$ cat src/rtl/counter_seq_ctrl_pkg.sv
// Shared definitions for the run/pause/clear counter sequencer: state encodings,
// default timing constants and the state transition function.
package counter_seq_ctrl_pkg;

    typedef enum logic [1:0] {
        ST_IDLE  = 2'b00,
        ST_RUN   = 2'b01,
        ST_PAUSE = 2'b10,
        ST_CLEAR = 2'b11
    } state_t;

    localparam int DEF_CLK_DIV    = 1000;
    localparam int DEF_LONG_PRESS = 2000;
    localparam int DEF_CNT_W      = 4;

    // CLEAR always lasts one cycle and ignores key events arriving during it.
    function automatic state_t next_state(input state_t cur, input logic short_evt,
                                          input logic long_evt);
        state_t nxt;
        nxt = cur;
        unique case (cur)
            ST_IDLE, ST_RUN, ST_PAUSE: begin
                if (long_evt) begin
                    nxt = ST_CLEAR;
                end else if (short_evt) begin
                    nxt = (cur == ST_RUN) ? ST_PAUSE : ST_RUN;
                end
            end
            ST_CLEAR: nxt = ST_IDLE;
        endcase
        return nxt;
    endfunction

endpackage

$ cat src/rtl/counter_seq_ctrl_key_press_classifier.sv
// Splits a debounced key level into one-cycle short-press and long-press events.
// A key already held when reset is released never produces an event.
module key_press_classifier
    import counter_seq_ctrl_pkg::*;
#(
    parameter int LONG_PRESS = DEF_LONG_PRESS
) (
    input  logic i_clk,
    input  logic i_rst,
    input  logic i_key,
    output logic o_short,
    output logic o_long
);

    localparam int HOLD_W = $clog2(LONG_PRESS + 1);
    localparam logic [HOLD_W-1:0] HOLD_MAX  = HOLD_W'(LONG_PRESS);
    localparam logic [HOLD_W-1:0] HOLD_LAST = HOLD_W'(LONG_PRESS - 1);

    logic              key_prev_reg;
    logic [HOLD_W-1:0] hold_reg;
    logic              long_fired_reg;
    logic              short_reg;
    logic              long_reg;

    logic press_evt;
    logic rel_evt;

    assign press_evt = i_key & ~key_prev_reg;
    assign rel_evt   = ~i_key & key_prev_reg;

    // long_fired resets to 1 so that releasing a key held through reset is silent;
    // only a fresh press re-arms the classifier.
    always_ff @(posedge i_clk) begin
        if (i_rst) begin
            key_prev_reg   <= 1'b1;
            hold_reg       <= '0;
            long_fired_reg <= 1'b1;
            short_reg      <= 1'b0;
            long_reg       <= 1'b0;
        end else begin
            key_prev_reg <= i_key;
            short_reg    <= 1'b0;
            long_reg     <= 1'b0;
            if (press_evt) begin
                hold_reg       <= '0;
                long_fired_reg <= 1'b0;
            end else if (i_key) begin
                if (hold_reg != HOLD_MAX) begin
                    hold_reg <= hold_reg + HOLD_W'(1);
                end
                if (hold_reg == HOLD_LAST && !long_fired_reg) begin
                    long_reg       <= 1'b1;
                    long_fired_reg <= 1'b1;
                end
            end else if (rel_evt && !long_fired_reg) begin
                short_reg <= 1'b1;
            end
        end
    end

    assign o_short = short_reg;
    assign o_long  = long_reg;

endmodule

$ cat src/rtl/counter_seq_ctrl.sv
// Run/pause/clear sequencer: key events drive the FSM, a prescaler gated by RUN
// issues count ticks, and the count register steps up or down on each tick.
module counter_seq_ctrl
    import counter_seq_ctrl_pkg::*;
#(
    parameter int CLK_DIV    = DEF_CLK_DIV,
    parameter int LONG_PRESS = DEF_LONG_PRESS,
    parameter int CNT_W      = DEF_CNT_W
) (
    input  logic             i_clk,
    input  logic             i_rst,
    input  logic             i_key,
    input  logic             i_dir,
    output logic             o_tick,
    output logic [CNT_W-1:0] o_q,
    output logic             o_wrap,
    output logic             o_running,
    output logic [1:0]       o_state
);

    localparam int PRE_W = $clog2(CLK_DIV);
    localparam logic [PRE_W-1:0] PRE_LAST = PRE_W'(CLK_DIV - 1);

    logic short_evt;
    logic long_evt;

    key_press_classifier #(
        .LONG_PRESS(LONG_PRESS)
    ) u_classifier (
        .i_clk  (i_clk),
        .i_rst  (i_rst),
        .i_key  (i_key),
        .o_short(short_evt),
        .o_long (long_evt)
    );

    state_t             state_reg;
    state_t             state_next;
    logic               running_reg;
    logic [PRE_W-1:0]   presc_reg;
    logic [CNT_W-1:0]   q_reg;
    logic [CNT_W-1:0]   q_next;
    logic               wrap_next;
    logic               tick_reg;
    logic               wrap_reg;

    always_comb begin
        state_next = next_state(state_reg, short_evt, long_evt);
        q_next     = i_dir ? (q_reg - CNT_W'(1)) : (q_reg + CNT_W'(1));
        wrap_next  = i_dir ? ~(|q_reg) : (&q_reg);
    end

    // A tick in the same cycle as a key event still updates the count; the
    // state change lands on that same edge.
    always_ff @(posedge i_clk) begin
        if (i_rst) begin
            state_reg   <= ST_IDLE;
            running_reg <= 1'b0;
            presc_reg   <= '0;
            q_reg       <= '0;
            tick_reg    <= 1'b0;
            wrap_reg    <= 1'b0;
        end else begin
            state_reg   <= state_next;
            running_reg <= (state_next == ST_RUN);
            tick_reg    <= 1'b0;
            wrap_reg    <= 1'b0;
            if (state_reg == ST_CLEAR) begin
                presc_reg <= '0;
                q_reg     <= '0;
            end else if (state_reg == ST_RUN) begin
                if (presc_reg == PRE_LAST) begin
                    presc_reg <= '0;
                    tick_reg  <= 1'b1;
                    q_reg     <= q_next;
                    wrap_reg  <= wrap_next;
                end else begin
                    presc_reg <= presc_reg + PRE_W'(1);
                end
            end
        end
    end

    assign o_tick    = tick_reg;
    assign o_q       = q_reg;
    assign o_wrap    = wrap_reg;
    assign o_running = running_reg;
    assign o_state   = state_reg;

endmodule
$ cat config.mk
export PLATFORM = sky130hd
export DESIGN_NAME = counter_seq_ctrl
export DESIGN_NICKNAME = d
export VERILOG_FILES = /design/src/rtl/counter_seq_ctrl_pkg.sv /design/src/rtl/counter_seq_ctrl_key_press_classifier.sv /design/src/rtl/counter_seq_ctrl.sv
export SDC_FILE = /design/constraint.sdc
export NUM_CORES = 1
export LEC_CHECK = 0
export ABC_CLOCK_PERIOD_IN_PS = 1900
export CAP_MARGIN = 15
export CORE_MARGIN = 3
export CORE_UTILIZATION = 45
export CTS_CLUSTER_SIZE = 28
export DETAILED_ROUTE_END_ITERATION = 6
export PLACE_DENSITY = 0.67
export SLEW_MARGIN = 20
export SYNTH_ARGS = -nofsm -noshare
export SYNTH_HDL_FRONTEND = slang
export SYNTH_SLANG_ARGS = --single-unit
$ cat constraint.sdc
create_clock -name i_clk -period 1.9 [get_ports i_clk]
set_input_delay 0.38 -clock i_clk [delete_from_list [all_inputs] [get_ports i_clk]]
set_output_delay 0.38 -clock i_clk [all_outputs]
set_load 0.03 [all_outputs]
* Yosys cells after proc, flatten, opt, wreduce, memory -nomap -nowiden
Cells that the tools add are included.
** Cells by class
- $add $sub $neg :: 4
- Equal/unequal tests :: 7
- Mux-type cells :: 13
- Bitwise operators :: 7
- Reductions and logical operators :: 18
** Operator list (count)
- OR reduction 3 bit :: 4
- adder 11 x 1 -> 11 bit, second input constant :: 1
- equality test 11 bit, second input constant :: 1
- inequality test 11 bit, second input constant :: 1
- adder 10 x 1 -> 10 bit, second input constant :: 1
- equality test 10 bit, second input constant :: 1
- two-way mux 10 bit :: 1
- OR reduction 4 bit :: 2
- two-way mux 1 bit :: 7
- two-way mux 2 bit :: 3
- AND reduction 2 bit :: 3
- NOT 1 bit :: 5
- adder 4 x 1 -> 4 bit, second input constant :: 1
- equality test 2 x 1 -> 1 bit, second input constant :: 2
- equality test 2 bit, second input constant :: 2
- two-way mux 4 bit :: 1
- case mux 2 bit (2 select lines) :: 1
- AND reduction 4 bit :: 1
- nonzero test 2 bit :: 2
- OR reduction 2 bit :: 2
- subtractor 4 x 1 -> 4 bit, second input constant :: 1
- AND 1 bit :: 2
- logical AND 1 bit :: 2
- logical NOT 2 bit :: 1
- logical NOT 1 bit :: 1
** Storage, ports and cells
- Register bits :: 34
- Input bits :: 4
- Output and inout port bits :: 9
- Word-level logic and storage cells :: 60

* Longest topological paths before layout
Gate-level depths: netlist of run 1.
- Depth in word-level cells :: 6
- Depth in mapped cells :: 6
- Mapped depth without buffers :: 6

* Hierarchy
A second synthesis of run 1 with hierarchy kept.
** Unflattened totals
- Cell total of the unflattened synthesis :: 176
- Area total of the unflattened synthesis :: 1626.6 um^2
** By module, submodules not included
- counter_seq_ctrl :: times used 1, cells an instance 104, area each 914.6 um^2, sequential area each 380.4 um^2
- key_press_classifier :: times used 1, cells an instance 72, area each 711.9 um^2, sequential area each 300.3 um^2

* Worst setup path before layout of run 1
OpenSTA, ideal clock, no wires.
- Path type :: flip-flop to flip-flop
- Start point :: register state_reg[1], in the netlist o_state[1]
- End point :: register q_reg[3], in the netlist o_q[3]
- Library setup time :: 0.070 ns
- Arrival :: 1.991 ns
- Required time :: 1.830 ns
- Slack :: -0.161 ns
- Stages on the path, launching flop included :: 7
- Path buffers :: 2
- Clock period less this slack :: 2.061 ns
- Cell sequence :: dfxtp_1 -> buf_6 -> nand4b_4 -> or4_4 -> buf_6 -> or4_1 -> a21oi_1
** Between the ends
- Cells in the longest elaborated chain, start to end :: 2
- Elaborated cells on any way between the ends :: 4
- Classes of those cells :: eq/ne: 2; reduce/logical: 2
** Ends and longest elaborated chain
- from (decl) :: RTL line counter_seq_ctrl.sv:37 : state_t state_reg;
- from (signal assigned) :: RTL line counter_seq_ctrl.sv:64 : state_reg <= state_next;
- equality test 2 x 1 -> 1 bit or equality test 2 bit (tied branches) :: RTL line counter_seq_ctrl.sv:71, counter_seq_ctrl.sv:68
- AND reduction 2 bit (no line) or OR reduction 2 bit (tied branches)
- to (signal assigned) :: RTL line counter_seq_ctrl.sv:75 : q_reg <= q_next;
- to (decl) :: RTL line counter_seq_ctrl.sv:41 : logic [CNT_W-1:0] q_reg;
Several ways; a longest one is shown, not always the timed one.
A chain may end at the register's enable or synchronous reset.

* Worst setup path in the final report of run 1
- Start point :: register presc_reg[1]
- End point :: register q_reg[3], in the netlist o_q[3]
** Between the ends
- Cells in the longest elaborated chain, start to end :: 2
** Ends and longest elaborated chain
- from (decl) :: RTL line counter_seq_ctrl.sv:40 : logic [PRE_W-1:0] presc_reg;
- from (signal assigned) :: RTL line counter_seq_ctrl.sv:78 : presc_reg <= presc_reg + PRE_W'(1);
- equality test 10 bit :: RTL line counter_seq_ctrl.sv:72 : if (presc_reg == PRE_LAST) begin
- AND reduction 2 bit (no line)
No other way between the ends.

==> out/metrics.cfg, run 1 <==
[floorplanning]
chipHeight_um = 64.9
coreArea_mm2 = 0.00318
initial_core_util_pct = 49.1
pin_count = 13
die_w_um = 64.9
rows = 20
dieArea_mm2 = 0.00421

[routing]
drt_iter0_markers = 75
drc_errors = 0
ant_nets = 0
wirelength_um = 3050
wire_per_inst_um = 12.6
route.vias.total = 1278
vias_per_cell = 5.28
dr.pass1.iters = 4

[logic_synthesis]
synthCells = 172
synth-main-ff-cell = dfxtp_1
synth_edf_count = 0
async_reset_ff_share_pct = 0
ys_types = 36
ys_ff_latch = 34
synth_area_leaders = dfxtp_1 (44%), xnor2_1 (6.2%), nor2_1 (5.8%)
synth-seq-area-share_pct = 43.6
syn_area_per_cell_um2 = 9.08
ys_top_cells_by_count = dfxtp_1 (34), nor2_1 (24), xnor2_1 (11), nand2_1 (10), inv_1 (9)
synth_top_area_cell = dfxtp_1
netlist_area_mm2 = 0.00156
synth.net_count = 182
ys.warnings.count = 0
post-synth-top-count-cell = dfxtp_1
yosysTopAreaCellShare_pct = 43.6

[pwr]
p_clk_share_pct = 33.1
power_switching_uw = 291
leakagePower_uw = 0.000750
switching_share_pct = 23.7
comb_power_share_pct = 7.0
intPower_uw = 939
seq_power_share_pct = 60.0
power_density_mw_per_mm2 = 656
fin_total_pwr_uw = 1230
irDropWorstVdd_mv = 0.326

[final_layout]
drive_gt1_share_pct = 14.1
fin_nets = 208
largest_reg_flops = 11
fill_cells = 297
diodes = 0
finalNonFillerCells = 242
area_delta_synth_final_pct = 20.1

[clocking]
cts_root_buf = clkbuf_4
cts_buffer_depth = 2
clkTransAtPathRegs_ns = 0.10
insertion_delay_ns = 0.34
tritoncts = done
htree_levels = 2
cts_buffers = 5
numClockSinks = 34

[timing]
fmaxAchievable_mhz = 550
setup_tns_ns = 0
rsz0062_at_grt = no
hold_violations = 0
finalMaxSlewViolations = 0
period_minus_slack_ns = 1.82
worst_pin_slew_ns = 0.404
setup_viol = 0
slew_headroom_pct = 73.1
finClkSkew_ns = 0.00905
fin_crit_sh_pct = 95.8

[flow_run]
max-cap-violations = 0

[worst_setup_path]
path_class = reg2reg
crit_chain = ha_4 -> nand4b_4 -> or4_4 -> or4_1 -> a21oi_1
cp-start-kind = flop
critPathRequiredTime_ns = 2.17
cp_top_family = simple AND/OR/NAND/NOR gates
cpMaxStageDelayCell = or4_1
cp_data_arrival_time_ns = 2.09
crit_fanout = 4
cp-end-kind = flop
path_buf_inv = 0
cpPeakStageDelay_ns = 0.52

[worst_hold_path]
min_path_type = reg2reg

[global_route]
grt_util_all_layers_pct = 16.0
antenna_found_initial = 0
grt_pass1_vias = 1244
grt-ovfl-total = 0
grt_first_pass_wirelength_um = 5220
grt_max_degree = 14

[placement]
gp_congestion = 0.804
dp.cells = 235
dpl.hpwl_um = 2260
io_buffers = 12

[run_status]
status = completed

## worst reg2reg max path: cells and delay by family (launching register included)
| kind | cells | cell delay (ns) |
|---|---|---|
| compound gates | 1 | 0.14 |
| fa+ha+maj | 1 | 0.17 |
| flops | 1 | 0.37 |
| simple gates | 3 | 1.07 |
## kinds of logic (layout without fill, tap and decap cells)
logic type / after synthesis / in the layout / share of synthesized area [%]
fa+ha+maj: 6 / 6 / 5.29
xor+xnor: 16 / 16 / 8.97
compound gates: 25 / 25 / 10.6
mux: 3 / 3 / 2.00
flops: 34 / 34 / 43.6
buf+inv: 14 / 40 / 4.33
simple gates: 74 / 74 / 25.2
## per-stage QoR
step | utilization (%) | area (um^2) | worst slack [ns] | hold slack (ns)
detailed placement | 57.0 | 1810 | -0.301 | 0.446
global route | 59.0 | 1880 | 0.00182 | 0.470
finish | 59.0 | 1880 | 0.0804 | 0.451
floorplan | - | 1580 | 0.00368 | 0.419
CTS | 58.7 | 1860 | 0.0406 | 0.457
global placement | 57.0 | 1810 | -0.194 | 0.435
## power groups by stage
| stage | registers (uW) | clock network (uW) | logic (uW) |
|---|---|---|---|
| 2_1_floorplan | 755 | 0 | 52.2 |
| 3_3_place_gp | 754 | 0 | 82.4 |
| 3_5_place_dp | 755 | 0 | 87.4 |
| 4_1_cts | 738 | 421 | 86.6 |
| 5_1_grt | 741 | 445 | 94.7 |
| 6_report | 738 | 407 | 85.5 |
## metal layers
layer / vias up / global-route usage, % / share of wire (%)
met4: 0 / 8.18 / 2.1
met1: 602 / 18.7 / 47
li1: 652 / - / -
met2: 15 / 26.6 / 48
met5: - / 0 / 0
met3: 9 / 4.33 / 3.3
## what timing repair did
| item | in CTS | in global routing |
|---|---|---|
| setup buffers | 0 | 0 |
| resized for setup | 1 | 6 |
| pin swaps | 0 | 1 |
| gates cloned | 0 | 0 |
| hold buffers | 0 | 0 |
| endpoints found under the setup margin | 1 | 3 |
## layout make-up
cell class / instances / area, um^2 / area share (%)
Sequential cell: 34 / 689 / 36.8
Multi-Input combinational cell: 124 / 826 / 44.0
Timing Repair Buffer: 24 / 216 / 11.5
Tap cell: 44 / 55.1 / 2.94
Clock buffer: 7 / 55.1 / 2.94
Inverter: 9 / 33.8 / 1.80
## placed cells by master (no fill, tap or decap), drive strengths merged, types with 3 or more instances in the layout
master / n
a21oi: 8
buf: 12
clkbuf: 7
clkdlybuf4s50: 8
dfxtp: 34
dlymetal6s2s: 3
ha: 5
inv: 9
nand2: 10
nand2b: 4
nand3: 3
nand4: 7
nor2: 24
nor3: 8
nor4: 5
o21ai: 4
o41ai: 3
xnor2: 11
xor2: 5
## path summary, 6_finish.rpt
| path | start | end | slack (ns) | cells past startpoint |
|---|---|---|---|---|
| worst min register to register | u_classifier.key_prev_reg$_SDFF_PP1_ | u_classifier.o_short$_SDFF_PP0_ | 0.45 | 2 |
| worst max register to register | presc_reg[1]$_SDFFE_PP0N_ | o_q[3]$_SDFFE_PP0P_ | 0.08 | 5 |
| worst max-delay path | presc_reg[1]$_SDFFE_PP0N_ | o_q[3]$_SDFFE_PP0P_ | 0.08 | 5 |
| worst min-delay path | u_classifier.key_prev_reg$_SDFF_PP1_ | u_classifier.o_short$_SDFF_PP0_ | 0.45 | 2 |
(Power assumes the default switching activity.)
==> run 2, diff against run 1 <==
--- a/config.mk
+++ b/config.mk
@@ -5,13 +5,12 @@
 export SDC_FILE = /design/constraint.sdc
 export NUM_CORES = 1
 export LEC_CHECK = 0
-export ABC_CLOCK_PERIOD_IN_PS = 1900
+export ABC_CLOCK_PERIOD_IN_PS = 1800
 export CAP_MARGIN = 15
 export CORE_MARGIN = 3
 export CORE_UTILIZATION = 45
 export CTS_CLUSTER_SIZE = 28
 export DETAILED_ROUTE_END_ITERATION = 6
-export PLACE_DENSITY = 0.67
 export SLEW_MARGIN = 20
 export SYNTH_ARGS = -nofsm -noshare
 export SYNTH_HDL_FRONTEND = slang
==> constraint.sdc (replaced) <==
create_clock -name i_clk -period 1.8 [get_ports i_clk]
set_input_delay 0.36 -clock i_clk [delete_from_list [all_inputs] [get_ports i_clk]]
set_output_delay 0.36 -clock i_clk [all_outputs]
set_load 0.03 [all_outputs]
==> run 2 against run 1 <==
Effect of this change: worst hold slack worse by 0.0073 ns; sequential power is 5.4% higher; clock power is 11% higher; count of clock-buffer cells in the layout stayed put; first-iteration DRC count stayed put; routed wire length is 0.88% higher; via count is 2.0% higher; register-to-register slack worse by 0.04 ns; non-clock buffer count is 8 higher; critical endpoint unchanged; largest power group unchanged.
==> out/metrics.cfg, run 2 (synthesis results as in run 1) <==
[global_route]
grt_first_pass_wirelength_um = 5800  ; +11%
grt-ovfl-total = 0  ; unchanged
grt_util_all_layers_pct = 17.6  ; +1.6 points
grt_pass1_vias = 1356  ; +9.0%
grt_max_degree = 12  ; -2
antenna_found_initial = 0  ; unchanged

[worst_setup_path]
cp-end-kind = flop
crit_fanout = 5  ; +1
path_class = reg2reg
cp_data_arrival_time_ns = 2.04  ; -0.05 ns
critPathRequiredTime_ns = 2.08  ; -0.09 ns
cp-start-kind = flop

[floorplanning]
chipHeight_um = 64.9  ; unchanged
coreArea_mm2 = 0.00318  ; unchanged
rows = 20  ; unchanged
die_w_um = 64.9  ; unchanged
dieArea_mm2 = 0.00421  ; unchanged
initial_core_util_pct = 49.1  ; unchanged
pin_count = 13  ; unchanged

[final_layout]
final-seq-area_um2 = 689  ; unchanged
diodes = 0  ; unchanged
area_delta_synth_final_pct = 24.8
layout.cells.most_common_list = dfxtp_1 (29), nor2_1 (24), buf_4 (20), xnor2_1 (11)
multi_input_area_um2 = 845  ; +2.3%
fill_cells = 294  ; -1.0%
largest_reg_flops = 11  ; unchanged
mostFrequentLayoutCell = dfxtp_1
fin_nets = 216  ; +3.8%
drive_gt1_share_pct = 19.3  ; +5.2 points

[pwr]
power_density_mw_per_mm2 = 683  ; +4.1%
irDropWorstVdd_mv = 0.377  ; +16%
leakagePower_uw = 0.000778  ; +3.8%

[placement]
pre_cts_slack_ns = -0.330  ; -0.0292 ns
dpl.hpwl_um = 2320  ; +2.8%
gp_congestion = 0.759  ; -5.6%
io_buffers = 12  ; unchanged

[flow_run]
max-cap-violations = 0  ; unchanged

[timing]
setup_viol = 0  ; unchanged
slew_headroom_pct = 77.5  ; +4.4 points
fin_crit_sh_pct = 97.5  ; +1.7 points
worst_pin_slew_ns = 0.334  ; -0.0695 ns
rsz0062_at_grt = yes
hold_violations = 0  ; unchanged
period_minus_slack_ns = 1.75  ; -0.0648 ns
setup_tns_ns = 0  ; unchanged
finClkSkew_ns = 0.00874  ; -0.000311 ns
finalMaxSlewViolations = 0  ; unchanged
fmaxAchievable_mhz = 570  ; +3.7%
fin_ws_ns = 0.0452  ; -0.0352 ns

[clocking]
htree_levels = 2  ; unchanged
cts_buffer_depth = 2  ; unchanged
clkTransAtPathRegs_ns = 0.11  ; about the same
cts_root_buf = clkbuf_4
tritoncts = done
numClockSinks = 34  ; unchanged
insertion_delay_ns = 0.34  ; about the same
cts_buffers = 5  ; unchanged

[worst_hold_path]
min_path_type = reg2reg

[run_status]
status = completed

[routing]
drc_errors = 0  ; unchanged
route.vias.total = 1304  ; +2.0%
drt_iter0_markers = 75  ; unchanged
ant_nets = 0  ; unchanged
wirelength_um = 3080  ; +0.88%
vias_per_cell = 5.20  ; -1.6%
dr.pass1.iters = 4  ; unchanged
wire_per_inst_um = 12.3  ; -2.7%

## run 2: final timing paths
| path | start | end | slack, ns | depth (start not counted) |
|---|---|---|---|---|
| max | presc_reg[1]$_SDFFE_PP0N_ | o_q[3]$_SDFFE_PP0P_ | 0.05 | 5 |
| min | u_classifier.key_prev_reg$_SDFF_PP1_ | u_classifier.o_short$_SDFF_PP0_ | 0.44 | 2 |
| max reg2reg | presc_reg[1]$_SDFFE_PP0N_ | o_q[3]$_SDFFE_PP0P_ | 0.05 | 5 |
| min reg2reg | u_classifier.key_prev_reg$_SDFF_PP1_ | u_classifier.o_short$_SDFF_PP0_ | 0.44 | 2 |
## run 2: timing repair
item	CTS	global route
endpoints found under the setup margin	7	10
pin swaps	0	1
buffers inserted	0	1
resized for setup	8	5
hold buffers	0	0
cloned	0	0
## run 2: area by class of cell
class | count | share of cell area, %
Inverter | 9 | 1.73
Timing Repair Buffer | 32 | 13.6
Multi-Input combinational cell | 124 | 43.4
Clock buffer | 7 | 2.83
Clock inverter | 1 | 0.257
Sequential cell | 34 | 35.4
Tap cell | 44 | 2.83
## run 2: stage by stage
step	cell area [um^2]	hold WS (ns)	cells	total power [uW]	util, %
3_5_place_dp	1860	0.447	242	897	58.6
4_1_cts	1920	0.459	250	1340	60.4
2_1_floorplan	1580	0.419	172	852	-
5_1_grt	1950	0.496	251	1400	61.3
3_3_place_gp	1860	0.442	242	893	58.6
6_report	1950	0.444	251	1330	61.3
## run 2: critical path, cell delays in order, from the launching register on
cell      delay [ns]
dfxtp_2         0.38
ha_4            0.16
nand4b_4        0.12
or4_4           0.49
or4_4           0.43
a21oi_1         0.12
## run 2: power by group
part | total [uW] | internal (uW) | leakage, uW | switching, uW
Combinational | 101 | 50.5 | 0.000465 | 50.4
Clock | 452 | 189 | 0.0000353 | 262
Sequential | 778 | 765 | 0.000278 | 13.6
Total | 1330 | 1000 | 0.000778 | 326
## run 2: layer usage
metal	share of wire [%]	global-route usage, %
met1	45	19.7
met2	49	30.7
met3	4.3	5.89
met4	1.8	6.86
met5	0	0
==> run 3, diff against run 2 <==
--- a/config.mk
+++ b/config.mk
@@ -7,10 +7,13 @@
 export LEC_CHECK = 0
 export ABC_CLOCK_PERIOD_IN_PS = 1800
 export CAP_MARGIN = 15
+export CELL_PAD_IN_SITES_DETAIL_PLACEMENT = 0
+export CELL_PAD_IN_SITES_GLOBAL_PLACEMENT = 1
 export CORE_MARGIN = 3
-export CORE_UTILIZATION = 45
+export CORE_UTILIZATION = 43
 export CTS_CLUSTER_SIZE = 28
 export DETAILED_ROUTE_END_ITERATION = 6
+export PLACE_DENSITY_LB_ADDON = 0.1
 export SLEW_MARGIN = 20
 export SYNTH_ARGS = -nofsm -noshare
 export SYNTH_HDL_FRONTEND = slang
==> run 3 against run 2 <==
Effect of this change: via count down 0.92%; combinational power hardly changed; global-route usage down 1.8 points; utilization fell by 4.9 points; final area shrank 1.2%; first-iteration DRC count decreased by 47%; routed wire length fell by 6.0%; critical path type unchanged; largest cell class unchanged; highest routed layer unchanged.
==> out/metrics.cfg, run 3 (synthesis results as in run 1) <==
[worst_setup_path]
crit_chain = ha_4 -> nand4b_4 -> or4_4 -> or4_1 -> a21oi_1
path_buf_inv = 0  ; unchanged
cp_top_family = simple AND/OR/NAND/NOR gates
cpMaxStageDelayCell = or4_4
cp-end-kind = flop
cp_data_arrival_time_ns = 1.98  ; -0.06 ns
critPathRequiredTime_ns = 2.08  ; about the same
cpPeakStageDelay_ns = 0.48  ; about the same
path_class = reg2reg
crit_fanout = 5  ; unchanged
cp-start-kind = flop

[final_layout]
multi_input_area_um2 = 842  ; -0.30%
fill_cells = 311  ; +5.8%
area_delta_synth_final_pct = 23.3
mostFrequentLayoutCell = dfxtp_1
diodes = 0  ; unchanged
layout.cells.most_common_list = dfxtp_1 (29), nor2_1 (24), buf_4 (17), xnor2_1 (11), nand2_1 (10)
fin_area_mm2 = 0.00193  ; -1.2%
drive_gt1_share_pct = 17.6  ; -1.7 points
finish.utilization_pct = 56.4  ; -4.9 points
final-seq-area_um2 = 689  ; unchanged
largest_reg_flops = 11  ; unchanged
fin_nets = 213  ; -1.4%

[placement]
pre_cts_slack_ns = -0.343  ; -0.0133 ns
dpl-instance-area_mm2 = 0.00185  ; -0.67%
gp_congestion = 0.723  ; -4.7%
dpl.hpwl_um = 2260  ; -2.6%
io_buffers = 12  ; unchanged

[timing]
rsz0062_at_grt = no
fin_crit_sh_pct = 94.8  ; -2.7 points
worst_pin_slew_ns = 0.364  ; +0.0294 ns
slew_headroom_pct = 75.7  ; -1.8 points
period_minus_slack_ns = 1.71  ; -0.0491 ns
timing.hold.ws_ns = 0.444  ; +0.000190 ns
finClkSkew_ns = 0.00793  ; -0.000816 ns
hold_violations = 0  ; unchanged
setup_viol = 0  ; unchanged
fin_ws_ns = 0.0942  ; +0.0491 ns
fmaxAchievable_mhz = 586  ; +2.9%
finalMaxSlewViolations = 0  ; unchanged

[routing]
vias_per_cell = 5.17  ; -0.52%
drt_iter0_markers = 40  ; -47%
wire_per_inst_um = 11.6  ; -5.6%
ant_nets = 0  ; unchanged
route.vias.total = 1292  ; -0.92%
wirelength_um = 2890  ; -6.0%
dr.pass1.iters = 4  ; unchanged
drc_errors = 0  ; unchanged

[floorplanning]
rows = 21  ; +5.0%
die_w_um = 66.3  ; +2.1%
pin_count = 13  ; unchanged
initial_core_util_pct = 45.7  ; -3.4 points
coreArea_mm2 = 0.00342  ; +7.5%
dieArea_mm2 = 0.00439  ; +4.2%
chipHeight_um = 66.3  ; +2.1%

[global_route]
antenna_found_initial = 0  ; unchanged
grt-ovfl-total = 0  ; unchanged
grt_first_pass_wirelength_um = 5250  ; -9.4%
grt_max_degree = 12  ; unchanged
grt_pass1_vias = 1222  ; -9.9%
grt_util_all_layers_pct = 15.8  ; -1.8 points

[clocking]
cts_buffers = 5  ; unchanged
clkTransAtPathRegs_ns = 0.10  ; about the same
insertion_delay_ns = 0.33  ; about the same
htree_levels = 2  ; unchanged
cts_root_buf = clkbuf_4
post_cts_buffers = 0  ; unchanged
cts_buffer_depth = 2  ; unchanged
tritoncts = done
numClockSinks = 34  ; unchanged

[pwr]
power_density_mw_per_mm2 = 683  ; about the same
leakagePower_uw = 0.000765  ; -1.7%
irDropWorstVdd_mv = 0.427  ; +13%
fin_total_pwr_uw = 1310  ; -1.2%

[flow_run]
max-cap-violations = 0  ; unchanged

[worst_hold_path]
min_path_type = reg2reg

[run_status]
status = completed

## run 3: cell count changes in the layout (fill, tap and decap cells not counted), sizes merged
cell	before	now
buf	20	17
## run 3: power breakdown
group          switching [uW]  internal, uW
registers                12.7           765
logic                    50.9          50.1
clock network             247           189
## run 3: path summary, 6_finish.rpt
kind                                          end  depth (start not counted)  slack [ns]                                  from
setup / recovery              o_q[3]$_SDFFE_PP0P_                          5        0.09             presc_reg[1]$_SDFFE_PP0N_
hold / removal    u_classifier.o_short$_SDFF_PP0_                          2        0.44  u_classifier.key_prev_reg$_SDFF_PP1_
setup reg to reg              o_q[3]$_SDFFE_PP0P_                          5        0.09             presc_reg[1]$_SDFFE_PP0N_
hold reg to reg   u_classifier.o_short$_SDFF_PP0_                          2        0.44  u_classifier.key_prev_reg$_SDFF_PP1_
## run 3: through the flow
step	TNS [ns]	instances
floorplan	0	172
global placement	-0.549	242
detailed placement	-0.717	242
CTS	0	250
global route	0	250
finish	0	250
## run 3: tightest hold or removal path, delay by kind of cell (launching register included)
kind | cells | cell delay, ns
buffers and inverters | 1 | 0.06
DFF | 1 | 0.31
and+or+nand+nor | 1 | 0.05
## run 3: area by class of cell
class,instances,share of cell area [%]
Clock buffer,7,2.86
Clock inverter,1,0.260
Inverter,9,1.75
Multi-Input combinational cell,124,43.7
Sequential cell,34,35.8
Tap cell,46,2.99
Timing Repair Buffer,29,12.6
## run 3: layer usage
layer	vias to the layer above	GRT usage [%]	share of wire [%]
met5	-	0	0
met4	0	9.90	2.8
met3	8	4.08	3.0
met2	19	26.5	49
met1	597	17.6	46
li1	668	-	-
## run 3: timing repair
| item | CTS | global route |
|---|---|---|
| resized for setup | 6 | 6 |
| endpoints found under the setup margin | 6 | 7 |
| hold buffers | 0 | 0 |
| pin swaps | 0 | 2 |
